`src/rtl/cp_copyblock_scheduler.sv`:
```
// cp_copyblock_scheduler: queues CP COPYBLOCK commands and issues them one at a time to the MCU with per-tag completion tracking.
// Define CP_COPYBLOCK_WATCHDOG_EN to enable the WAIT-state watchdog that drives oTimeout.
module cp_copyblock_scheduler #(
    parameter int CMD_W          = 64,
    parameter int FIFO_DEPTH     = 4,
    parameter int TAG_BIT        = 63,
    parameter int BLKLEN_LSB     = 48,
    parameter int BLKLEN_W       = 8,
    parameter int TIMEOUT_CYCLES = 1024
) (
    input  logic             Clock,
    input  logic             Reset,
    input  logic [CMD_W-1:0] iCopyBlockCommand,
    input  logic             iCopyBlockValid,
    output logic             oCopyBlockReady,
    output logic [CMD_W-1:0] oMcuCommand,
    output logic             oMcuRequest,
    input  logic             iMcuGrant,
    input  logic             iMcuDone,
    output logic [1:0]       oTagIdle,
    output logic             oBusy,
    output logic             oTimeout
);
    localparam int AW = $clog2(FIFO_DEPTH);
    localparam int PW = AW + 1;
    localparam int CW = $clog2(FIFO_DEPTH + 2);

    typedef enum logic [1:0] {IDLE, ISSUE, WAIT} state_t;

    state_t           state_q, state_d;
    logic [CMD_W-1:0] mem_q [FIFO_DEPTH];
    logic [PW-1:0]    wr_ptr_q, wr_ptr_d, rd_ptr_q, rd_ptr_d;
    logic [CMD_W-1:0] mcu_cmd_q, mcu_cmd_d;
    logic [CW-1:0]    cnt0_q, cnt0_d, cnt1_q, cnt1_d;
    logic [CMD_W-1:0] head;
    logic             empty, full, push, pop, retire, retire_tag, wd_expire;

    assign head  = mem_q[rd_ptr_q[AW-1:0]];
    assign empty = wr_ptr_q == rd_ptr_q;
    assign full  = (wr_ptr_q ^ rd_ptr_q) == {1'b1, {AW{1'b0}}};
    assign push  = iCopyBlockValid & ~full;

    always_comb begin
        state_d    = state_q;
        mcu_cmd_d  = mcu_cmd_q;
        pop        = 1'b0;
        retire     = 1'b0;
        retire_tag = mcu_cmd_q[TAG_BIT];
        case (state_q)
            IDLE: if (!empty) begin
                // Zero-length copies retire straight from the queue without touching the MCU.
                if (head[BLKLEN_LSB +: BLKLEN_W] == '0) begin
                    pop        = 1'b1;
                    retire     = 1'b1;
                    retire_tag = head[TAG_BIT];
                end else begin
                    mcu_cmd_d = head;
                    state_d   = ISSUE;
                end
            end
            ISSUE: if (iMcuGrant) begin
                pop     = 1'b1;
                state_d = WAIT;
            end
            WAIT: if (iMcuDone || wd_expire) begin
                retire  = 1'b1;
                state_d = IDLE;
            end
            default: state_d = IDLE;
        endcase
        wr_ptr_d = wr_ptr_q + PW'(push);
        rd_ptr_d = rd_ptr_q + PW'(pop);
        cnt0_d   = cnt0_q + CW'(push & ~iCopyBlockCommand[TAG_BIT]) - CW'(retire & ~retire_tag);
        cnt1_d   = cnt1_q + CW'(push &  iCopyBlockCommand[TAG_BIT]) - CW'(retire &  retire_tag);
    end

    always_ff @(posedge Clock) begin
        if (Reset) begin
            state_q   <= IDLE;
            wr_ptr_q  <= '0;
            rd_ptr_q  <= '0;
            mcu_cmd_q <= '0;
            cnt0_q    <= '0;
            cnt1_q    <= '0;
        end else begin
            state_q   <= state_d;
            wr_ptr_q  <= wr_ptr_d;
            rd_ptr_q  <= rd_ptr_d;
            mcu_cmd_q <= mcu_cmd_d;
            cnt0_q    <= cnt0_d;
            cnt1_q    <= cnt1_d;
        end
    end

    always_ff @(posedge Clock) begin
        if (push) mem_q[wr_ptr_q[AW-1:0]] <= iCopyBlockCommand;
    end

`ifdef CP_COPYBLOCK_WATCHDOG_EN
    localparam int TW = $clog2(TIMEOUT_CYCLES + 1);
    logic [TW-1:0] wd_q, wd_d;
    logic          timeout_q, timeout_d;

    // Counter sits at zero outside WAIT, so it starts fresh on every entry.
    always_comb begin
        wd_d      = (state_q == WAIT) ? wd_q + 1'b1 : '0;
        wd_expire = (state_q == WAIT) && !iMcuDone && (wd_q == TW'(TIMEOUT_CYCLES - 1));
        timeout_d = timeout_q | wd_expire;
    end

    always_ff @(posedge Clock) begin
        if (Reset) begin
            wd_q      <= '0;
            timeout_q <= 1'b0;
        end else begin
            wd_q      <= wd_d;
            timeout_q <= timeout_d;
        end
    end

    assign oTimeout = timeout_q;
`else
    assign wd_expire = 1'b0;
    assign oTimeout  = 1'b0;
`endif

    assign oCopyBlockReady = ~full;
    assign oMcuCommand     = mcu_cmd_q;
    assign oMcuRequest     = state_q == ISSUE;
    assign oTagIdle        = {cnt1_q == '0, cnt0_q == '0};
    assign oBusy           = ~empty | (state_q != IDLE);
endmodule

```
`config.mk`:
```
export PLATFORM = sky130hd
export DESIGN_NAME = cp_copyblock_scheduler
export DESIGN_NICKNAME = d
export VERILOG_FILES = /design/src/rtl/cp_copyblock_scheduler.sv
export SDC_FILE = /design/constraint.sdc
export NUM_CORES = 1
export LEC_CHECK = 0
export ABC_AREA = 1
export BUFFER_PORTS_ARGS = -buffer_cell sky130_fd_sc_hd__buf_2
export CAP_MARGIN = 20
export CELL_PAD_IN_SITES_DETAIL_PLACEMENT = 0
export CELL_PAD_IN_SITES_GLOBAL_PLACEMENT = 1
export CORE_MARGIN = 2
export CORE_UTILIZATION = 42
export DETAILED_ROUTE_END_ITERATION = 7
export PLACE_DENSITY_LB_ADDON = 0.1
export SYNTH_ARGS = -nofsm -noshare
export SYNTH_HDL_FRONTEND = slang
export SYNTH_SLANG_ARGS = --single-unit
```
`constraint.sdc`:
```
create_clock -name Clock -period 6.5 [get_ports Clock]
set_input_delay 1.3 -clock Clock [delete_from_list [all_inputs] [get_ports Clock]]
set_output_delay 1.3 -clock Clock [all_outputs]
set_load 0.02 [all_outputs]
```
==> flow_metrics.py <==
metrics = {
    "clocking": {
        "cts_tree": "done",
        "cts_buffers": 37,
        "clk_pin_slew_worst_paths_ps": 60,
        "post_cts_resized": 0,
        "clkLatencyLatePin_ps": 510,
        "clockBufferDepth": 3,
        "clock-sinks": 334,
        "post_cts_buffers": 0,
        "root_buffer": "clkbuf_16",
        "htreeDepth": 2,
        "cts_hold_buf": 0,
    },
    "routing": {
        "vias_per_cell": 5.10,
        "wire_per_inst_um": 17.9,
        "antenna_left": 0,
        "drt-initial-drc-count": 549,
        "dr_total_vias": 8453,
        "wirelength_um": 29600,
        "first_pass_iters": 4,
        "drc_errors": 0,
    },
    "finish": {
        "fin_area_um2": 15300,
        "layout.cells.non_filler": 1657,
        "synthToLayoutAreaGrowth_pct": 17.2,
        "final_cell_mix": "edfxtp_1, nor2_1, buf_2",
        "diodes": 0,
        "final_common_cell": "edfxtp_1",
        "drive_gt1_frac": 0.178,
        "nNetsFinal": 1311,
    },
    "global_route": {
        "gr-usage-all-layers": 0.181,
        "antenna_found_initial": 5,
        "grt_pass1_wl_um": 46400,
        "grt_overflow_total": 0,
        "grt_max_degree": 82,
        "grt_pass1_vias": 8118,
    },
    "sta": {
        "setup-violations-final": 0,
        "fmax_mhz": 257,
        "rsz0062_at_grt": "no",
        "drv_slew": 0,
        "fin_crit_ps": 3890,
        "hold_viol_final": 0,
        "worst_pin_slew_ps": 858,
        "finClkSkew_ps": 16.3,
        "relSlewSlack": 0.428,
        "tns_ps": 0,
        "fin_crit_sh": 0.598,
    },
    "die": {
        "row_count": 64,
        "die-height_um": 180,
        "ios": 139,
        "die-area_um2": 32500,
        "fp.dieW_um": 180,
        "start_util": 0.426,
        "core-area_um2": 30600,
    },
    "setup_path": {
        "crit_chain": "buf_4, inv_2, nand3_1, nand2_1, nand2_1, nor2_4, nand2_4, buf_4, nand2_2, nand2_1, nand2_1, nor2_1",
        "max_stage_delay_ps": 720,
        "path_common_cell": "nand2_1",
        "cp_num_buf_inv": 3,
        "critPathMaxFanout": 67,
        "critical-path-top-delay-family": "buffers and inverters",
        "arrival_ps": 4320,
        "cpMaxStageDelayCell": "buf_4",
        "cp-start-kind": "flip-flop",
        "crit_required_ps": 6940,
        "worst-setup-path-type": "reg -> reg",
        "rrSetupSlack_ps": 2610,
        "cp-end-kind": "flip-flop",
    },
    "logic_synthesis": {
        "syn-num-nets": 1195,
        "syn_area_um2": 13000,
        "ys_seq_elements": 334,
        "syn_avg_cell_area_um2": 11.7,
        "synth_warnings": 0,
        "yosys-top-cells-area": "edfxtp_1, dfxtp_1, nor2_1",
        "syn_inst": 1116,
        "yosysTopAreaCell": "edfxtp_1",
        "seq_area_frac_synth": 0.709,
        "ys_types": 29,
        "synth_top_area_frac": 0.589,
    },
    "power_and_ir_drop": {
        "irDropWorstVdd_uv": 227,
        "internal_power_mw": 4.15,
        "sw_frac_of_total": 0.267,
        "p_per_area_nw_per_um2": 370,
        "total_leakage_power_nw": 5.88,
        "p_seq_frac": 0.457,
        "p_sw_mw": 1.51,
        "p_clk_frac": 0.383,
        "p_comb_frac": 0.160,
    },
    "job": {
        "cap_violations": 0,
    },
    "place": {
        "dp.cells": 1589,
        "place_congestion": 0.739,
        "port-buffer-count": 137,
        "place_area_um2": 14000,
        "hpwl_um": 16100,
    },
    "status": {
        "status": "finished clean",
    },
    "hold_path": {
        "min_path_type": "reg -> reg",
    },
}
==> cells by family after synthesis <==
| family | Yosys count | synth area share |
|---|---|---|
| AND/OR/NAND/NOR | 418 | 0.141 |
| adder cells (fa/ha/maj) | 10 | 0.0107 |
| XOR/XNOR | 7 | 0.00528 |
| flip-flops | 334 | 0.709 |
| other | 1 | 0.000287 |
| buffers and inverters | 117 | 0.0406 |
| AO/OA/AOI/OAI | 229 | 0.0931 |
==> worst reg2reg max path, stage by stage (launching register included) <==
cell and delay (ps):
dfxtp_2 330, buf_4 620, inv_2 520, nand3_1 210, nand2_1 90, nand2_1 110, nor2_4 60, nand2_4 410
buf_4 740, nand2_2 410, nand2_1 150, nand2_1 60, nor2_1 100
==> per-layer routing <==
| metal | vias to the layer above | global-route usage | wire length (um) |
|---|---|---|---|
| met5 | - | 0 | 50 |
| met4 | 8 | 0.0423 | 427 |
| met3 | 44 | 0.0396 | 1610 |
| met2 | 182 | 0.305 | 14200 |
| met1 | 4072 | 0.240 | 13400 |
| li1 | 4147 | - | - |
==> synthesized netlist by cell type <==
library cell / n
or2_2: 1
nand3b_1: 57
edfxtp_1: 256
fa_1: 2
buf_2: 18
buf_4: 4
nand3_1: 19
inv_2: 2
nor2_4: 1
clkbuf_1: 43
buf_1: 3
o22ai_1: 55
buf_6: 7
nand2_2: 2
dfxtp_1: 78
xnor2_1: 4
nor3_1: 6
a21oi_1: 60
ha_1: 8
conb_1: 1
inv_1: 39
xor2_1: 2
nor2_2: 1
xnor2_2: 1
nand2_1: 129
nand4_1: 3
clkinv_1: 1
nor2_1: 199
o21ai_0: 114
==> sequential cells by signal, summed over array words and instances, names as in the netlist <==
name         flops
cnt1_q           3
cnt0_q           3
rd_ptr_q         3
mem_q          256
wr_ptr_q         3
oMcuCommand     64
state_q          2
==> metrics by stage <==
step                      setup slack [ps]  hold slack [ps]  power (mW)  utilization
after floorplan                        160              467        3.27            -
after global placement                2580              457        3.55        0.458
final                                 2610              472        5.66        0.500
after global routing                  2120              496        5.93        0.500
after CTS                             2530              477        5.73        0.500
after detailed placement              2540              463        3.56        0.458
==> final cells by class <==
class | instances | area, um^2
Clock inverter | 17 | 223
Fill cell | 2800 | 15300
Multi-Input combinational cell | 665 | 3290
Tap cell | 396 | 495
Inverter | 42 | 163
Timing Repair Buffer | 152 | 798
Clock buffer | 51 | 1060
Sequential cell | 334 | 9250
==> power groups by stage <==
stage	sequential, mW	clock (mW)	combinational [mW]
3_5_place_dp	2.64	0	0.920
3_3_place_gp	2.64	0	0.912
4_1_cts	2.59	2.22	0.921
6_report	2.59	2.17	0.904
5_1_grt	2.61	2.30	1.02
2_1_floorplan	2.75	0	0.516
==> worst paths after layout <==
path,from,end,depth (start not counted)
worst min register to register,oMcuCommand[59],oMcuCommand[59],2
worst max register to register,rd_ptr_q[1],oMcuCommand[63],12
worst min-delay path,oMcuCommand[59],oMcuCommand[59],2
worst max-delay path,rd_ptr_q[1],oMcuCommand[63],12
Power figures use the tool's default switching activity.
